**config.mk**
```make
export PLATFORM = sky130hd
export DESIGN_NAME = rc4_decrypt
export DESIGN_NICKNAME = d
export VERILOG_FILES = /design/src/rtl/rc4_pkg.sv /design/src/rtl/flopr_en.sv /design/src/rtl/rc4_char_valid.sv /design/src/rtl/rc4_decrypt.sv
export SDC_FILE = /design/constraint.sdc
export NUM_CORES = 1
export LEC_CHECK = 0
export ABC_AREA = 1
export BUFFER_PORTS_ARGS = -buffer_cell sky130_fd_sc_hd__buf_2
export CORE_AREA = 10 10 91 93
export CTS_CLUSTER_DIAMETER = 40
export DETAILED_ROUTE_END_ITERATION = 6
export DIE_AREA = 0 0 101 103
export HOLD_SLACK_MARGIN = 0.03
export PLACE_DENSITY = 0.76
export SYNTH_ARGS = -nofsm -noshare
export SYNTH_HDL_FRONTEND = slang
export SYNTH_SLANG_ARGS = --single-unit
```
**constraint.sdc**
```tcl
create_clock -name clk -period 2.2 [get_ports clk]
set_input_delay 0.44 -clock clk [delete_from_list [all_inputs] [get_ports clk]]
set_output_delay 0.44 -clock clk [all_outputs]
set_load 0.01 [all_outputs]
```
**src/rtl/rc4_pkg.sv**
```systemverilog
// rc4_pkg: shared state encoding, plaintext character bounds and default message length.
package rc4_pkg;
  typedef enum logic [3:0] {
    IDLE, INIT, INC_I, RD_SI, W_SI, CALC_J, RD_SJ, W_SJ,
    CAP_SJ, WR_SI, WR_SJ, RD_F, W_F, XOR_WR, NEXT, DONE
  } state_t;
  localparam logic [7:0] CHAR_A = 8'h61;
  localparam logic [7:0] CHAR_Z = 8'h7A;
  localparam logic [7:0] CHAR_SP = 8'h20;
  localparam int MSG_LEN_DEF = 32;
endpackage

```
**src/rtl/flopr_en.sv**
```systemverilog
// flopr_en: enabled register with asynchronous active-low clear.
module flopr_en #(
  parameter int W = 8
) (
  input  logic         clk,
  input  logic         reset_n,
  input  logic         en,
  input  logic [W-1:0] d,
  output logic [W-1:0] q
);
  always_ff @(posedge clk or negedge reset_n)
    if (!reset_n) q <= '0;
    else if (en) q <= d;
endmodule

```
**src/rtl/rc4_char_valid.sv**
```systemverilog
// rc4_char_valid: flags bytes that are lowercase letters or space.
module rc4_char_valid import rc4_pkg::*; (
  input  logic [7:0] ch,
  output logic       valid
);
  assign valid = (ch >= CHAR_A && ch <= CHAR_Z) || ch == CHAR_SP;
endmodule

```
**src/rtl/rc4_decrypt.sv**
```systemverilog
// rc4_decrypt: RC4 PRGA over an external S RAM, XOR-decrypting the encrypted ROM into plaintext RAM.
module rc4_decrypt import rc4_pkg::*; #(
  parameter int MSG_LEN = MSG_LEN_DEF,
  parameter int ADDR_W = 5,
  parameter int RD_LAT = 2,
  parameter int CHECK_TEXT = 1
) (
  input  logic              clk,
  input  logic              reset_n,
  input  logic              start,
  input  logic              ack,
  output logic [7:0]        s_address,
  output logic [7:0]        s_data,
  output logic              s_write_en,
  input  logic [7:0]        s_read_data,
  output logic [ADDR_W-1:0] enc_address,
  input  logic [7:0]        enc_read_data,
  output logic [ADDR_W-1:0] dec_address,
  output logic [7:0]        dec_data,
  output logic              dec_write_en,
  output logic              finished,
  output logic              key_valid
);
  state_t state, nxt;
  logic [7:0] i, j, si, sj, cnt, p, sum;
  logic [ADDR_W-1:0] k;
  logic ok, pass, last, wt, cnt_done, kv;
  assign p = s_read_data ^ enc_read_data;
  assign sum = si + sj;
  assign pass = ok || CHECK_TEXT == 0;
  assign last = k == ADDR_W'(MSG_LEN - 1);
  assign wt = state inside {W_SI, W_SJ, W_F};
  assign cnt_done = cnt == 8'(RD_LAT - 1);
  rc4_char_valid u_cv (.ch(p), .valid(ok));
  flopr_en #(8) u_i (.clk, .reset_n, .en(state == INIT || state == INC_I),
    .d(state == INIT ? 8'h00 : i + 8'h01), .q(i));
  flopr_en #(8) u_j (.clk, .reset_n, .en(state == INIT || state == CALC_J),
    .d(state == INIT ? 8'h00 : j + s_read_data), .q(j));
  flopr_en #(8) u_si (.clk, .reset_n, .en(state == CALC_J), .d(s_read_data), .q(si));
  flopr_en #(8) u_sj (.clk, .reset_n, .en(state == CAP_SJ), .d(s_read_data), .q(sj));
  flopr_en #(ADDR_W) u_k (.clk, .reset_n, .en(state == INIT || (state == NEXT && !last)),
    .d(state == INIT ? '0 : k + 1'b1), .q(k));
  always_ff @(posedge clk or negedge reset_n)
    if (!reset_n) begin
      state <= IDLE;
      cnt <= '0;
      kv <= 1'b0;
    end else begin
      state <= nxt;
      cnt <= (wt && !cnt_done) ? cnt + 8'h01 : 8'h00;
      kv <= state == INIT ? 1'b1 : ((state == XOR_WR && !pass) || (state == DONE && ack)) ? 1'b0 : kv;
    end
  always_comb begin
    nxt = state;
    case (state)
      IDLE:   nxt = start ? INIT : IDLE;
      INIT:   nxt = INC_I;
      INC_I:  nxt = RD_SI;
      RD_SI:  nxt = RD_LAT == 0 ? CALC_J : W_SI;
      W_SI:   nxt = cnt_done ? CALC_J : W_SI;
      CALC_J: nxt = RD_SJ;
      RD_SJ:  nxt = RD_LAT == 0 ? CAP_SJ : W_SJ;
      W_SJ:   nxt = cnt_done ? CAP_SJ : W_SJ;
      CAP_SJ: nxt = WR_SI;
      WR_SI:  nxt = WR_SJ;
      WR_SJ:  nxt = RD_F;
      RD_F:   nxt = RD_LAT == 0 ? XOR_WR : W_F;
      W_F:    nxt = cnt_done ? XOR_WR : W_F;
      XOR_WR: nxt = pass ? NEXT : DONE;
      NEXT:   nxt = last ? DONE : INC_I;
      DONE:   nxt = ack ? IDLE : DONE;
      default: nxt = IDLE;
    endcase
  end
  // Addresses are held across the wait states so the RAM read latency is absorbed.
  assign s_address = state inside {RD_SI, W_SI, WR_SI} ? i :
                     state inside {RD_SJ, W_SJ, WR_SJ} ? j :
                     state inside {RD_F, W_F, XOR_WR} ? sum : 8'h00;
  assign s_data = state == WR_SI ? sj : state == WR_SJ ? si : 8'h00;
  assign s_write_en = state inside {WR_SI, WR_SJ};
  assign enc_address = k;
  assign dec_address = k;
  assign dec_data = state == XOR_WR ? p : 8'h00;
  assign dec_write_en = state == XOR_WR && pass;
  assign finished = state == DONE;
  assign key_valid = finished && kv;
endmodule

```
==> flow_summary.ini <==
[global_route]
grt_pass1_wl_um = 15100
grt.busiest_layer = met2
use_met1 = 0.223
use_met2 = 0.294
grt_use_met3 = 0.0389
overflow = 0
grt_max_degree = 25
grt_pass1_vias = 3259
antenna_found_initial = 0
grt_usage = 0.178

[cts]
cts.sinks = 50
cts_buffer_depth = 2
cts_made_buffers = 5
cts_tree = done
hold_buffers = 0
insertion_delay_ns = 0.31
clkTransAtPathRegs_ns = 0.10
root_buffer = clkbuf_8
cts_htree_levels = 2

[final_layout]
diodes = 0
drive_gt1_frac = 0.303
areaGrowthSynthToFinish_pct = 26.5
mostFrequentLayoutCell = nand2_1
fillers = 532
nets = 587
final_cell_mix = 109 x nand2_1, 55 x buf_2, 48 x inv_1

[critical_path]
critical-path-top-delay-family = adder cells
worst-path-max-fanout = 4
start_kind = register
crit_type = reg -> out
cp.arrival_ns = 1.89
worst_path_max_delay_cell = dfrtp_1
crit_chain = ha_2 > fa_2 > nand4_1 > nand3_2 > a21oi_2 > o21ai_1 > nand3_1 > buf_2
required_ns = 1.76
cp_num_buf_inv = 1
cp-end-kind = output pin
slowest_delay_ns = 0.41

[logic_synthesis]
yosysSeqAreaShare = 0.363
synth_warnings = 0
netlist_area_sq_um = 3450
synth_area_per_cell_sq_um = 7.45
syn-num-nets = 504
synth_edf_count = 0
ys.flop_type = dfrtp_1
ys_ff_latch = 50
ys_types = 41
ys_async_sr_fraction = 1.00
syn_inst = 463

[sta]
fmax_mhz = 429
rsz0062_at_grt = true
slew_viol_final = 0
finalHoldViolCount = 0
finalSetupViolCount = 5
min_period_over_period = 1.06
fin_skew_ns = 0.0121
worstMarginPinSlew_ns = 0.480
postLayoutSetupSlackWorst_ns = -0.134
finalCriticalPeriod_ns = 2.33
slew_headroom = 0.679

[route]
drt_iter0_markers = 172
vias = 3352
viasPerCell = 5.35
ant_nets = 0
drc = 0
wl_per_cell_um = 15.0
wirelength_um = 9400
first_pass_iters = 4

[placement]
preCtsSetupSlack_ns = 0.119
dp_hpwl_um = 6820
portBuffers = 57
place_congestion = 0.913

[power_and_ir_drop]
p_leak_nw = 2.29
p_total_mw = 5.44
powerDensity_nw_per_um2 = 1250
peakVddDrop_mv = 0.796

[floorplan]
initial_utilization = 0.525
rows = 30
die-height_um = 103
die_w_um = 101
dieArea_sq_um = 10400
ioPinCount = 58
core_sq_um = 6570

[job]
cap_violations = 0

[outcome]
status = complete, but fails checks
failed_checks = negative setup slack

[hold_path]
hold_path.class = in -> async
power by group:
part | switching (mW) | internal (mW) | total [mW] | leakage [nW]
combinational | 1.77 | 1.33 | 3.10 | 1.59
sequential | 0.338 | 1.21 | 1.55 | 0.633
clock | 0.314 | 0.485 | 0.799 | 0.0714
timing repair:
| action | in CTS | in global routing |
|---|---|---|
| resized for setup | 24 | 34 |
| setup buffers | 16 | 7 |
| endpoints found under the setup margin | 26 | 26 |
| endpoints found under the hold margin | 0 | 0 |
| pin swaps | 8 | 9 |
per-stage QoR:
step                 util  area, sq um  setup TNS, ns  instances  hold WS (ns)
global placement    0.581         3820              0        596         0.369
detailed placement  0.581         3820              0        596         0.369
floorplan               -         3450              0        463         0.144
global route        0.664         4360         -0.903        627        0.0461
finish              0.664         4360         -0.460        627        0.0257
CTS                 0.638         4190         -0.233        620        0.0386
final cells by class:
type | count | area, sq um | share of cell area
Sequential cell | 50 | 1260 | 0.288
Clock buffer | 6 | 82.6 | 0.0189
Timing Repair Buffer | 87 | 539 | 0.124
Inverter | 61 | 231 | 0.0530
Clock inverter | 2 | 60.1 | 0.0138
Multi-Input combinational cell | 341 | 2090 | 0.479
Tap cell | 80 | 100 | 0.0229
path summary, 6_finish.rpt:
| path | start | endpoint | slack, ns | depth (start not counted) |
|---|---|---|---|---|
| setup / recovery | u_sj.q[0] | s_address[6] | -0.13 | 8 |
| hold / removal | reset_n | u_si.q[3] | 0.03 | 1 |
| setup reg to reg | u_j.q[0] | u_j.q[6] | 0.43 | 7 |
| hold reg to reg | cnt[0] | cnt[0] | 0.50 | 1 |
| max in group asynchronous | reset_n | u_si.q[1] | 1.64 | 2 |
| min in group clk | start | state[0] | 0.38 | 3 |
kinds of logic (layout without fill, tap and decap cells):
group                      Yosys count  in the layout  share of synthesized area
adders and majority gates           21             21                     0.0805
DFF                                 50             50                      0.363
buffers and inverters               72            156                     0.0910
xor gates and xnor gates             9              9                     0.0228
AOI/OAI and AO/OA                   91             91                      0.159
and+or+nand+nor                    220            220                      0.284
worst reg2reg max path: cells and delay by family, from the launching register on:
kind | cells | cell delay, ns
buffers and inverters | 1 | 0.08
AND/OR/NAND/NOR | 1 | 0.07
flip-flops | 1 | 0.41
adder cells (fa/ha/maj) | 2 | 0.63
AO/OA/AOI/OAI | 3 | 0.47
cell usage after synthesis, types with 2 or more instances:
library cell	n	area share
fa_1	2	0.012
a21oi_2	2	0.0051
o21ai_1	14	0.020
o211ai_1	2	0.0043
nand4_1	6	0.011
xnor2_1	2	0.0051
ha_1	19	0.069
o21ai_2	2	0.0051
nor3_1	9	0.013
a21o_1	2	0.0043
nand3_1	28	0.041
buf_6	3	0.0098
dfrtp_1	50	0.36
nand2_1	114	0.12
buf_2	2	0.0029
xor2_1	7	0.018
a22o_1	9	0.023
inv_1	53	0.058
nor2_4	4	0.013
o21bai_1	3	0.0065
nor3b_1	2	0.0043
a21oi_1	21	0.030
nor2_1	41	0.045
a31oi_1	4	0.0073
nor2_2	7	0.013
buf_4	5	0.011
o21ai_0	28	0.041
or2_2	2	0.0036
inv_2	8	0.0087
flip-flops by register name, summed over array words and instances, names as in the netlist:
name,flops
u_k.q,5
cnt,8
u_si.q,8
kv,1
state,4
u_sj.q,8
u_j.q,8
u_i.q,8
layer usage:
layer	wire length (um)	part of all wire
met5	0	0
met4	230	0.024
met3	476	0.051
met2	4630	0.49
met1	4060	0.43
Note: power is estimated with default switching activity, not from simulation.
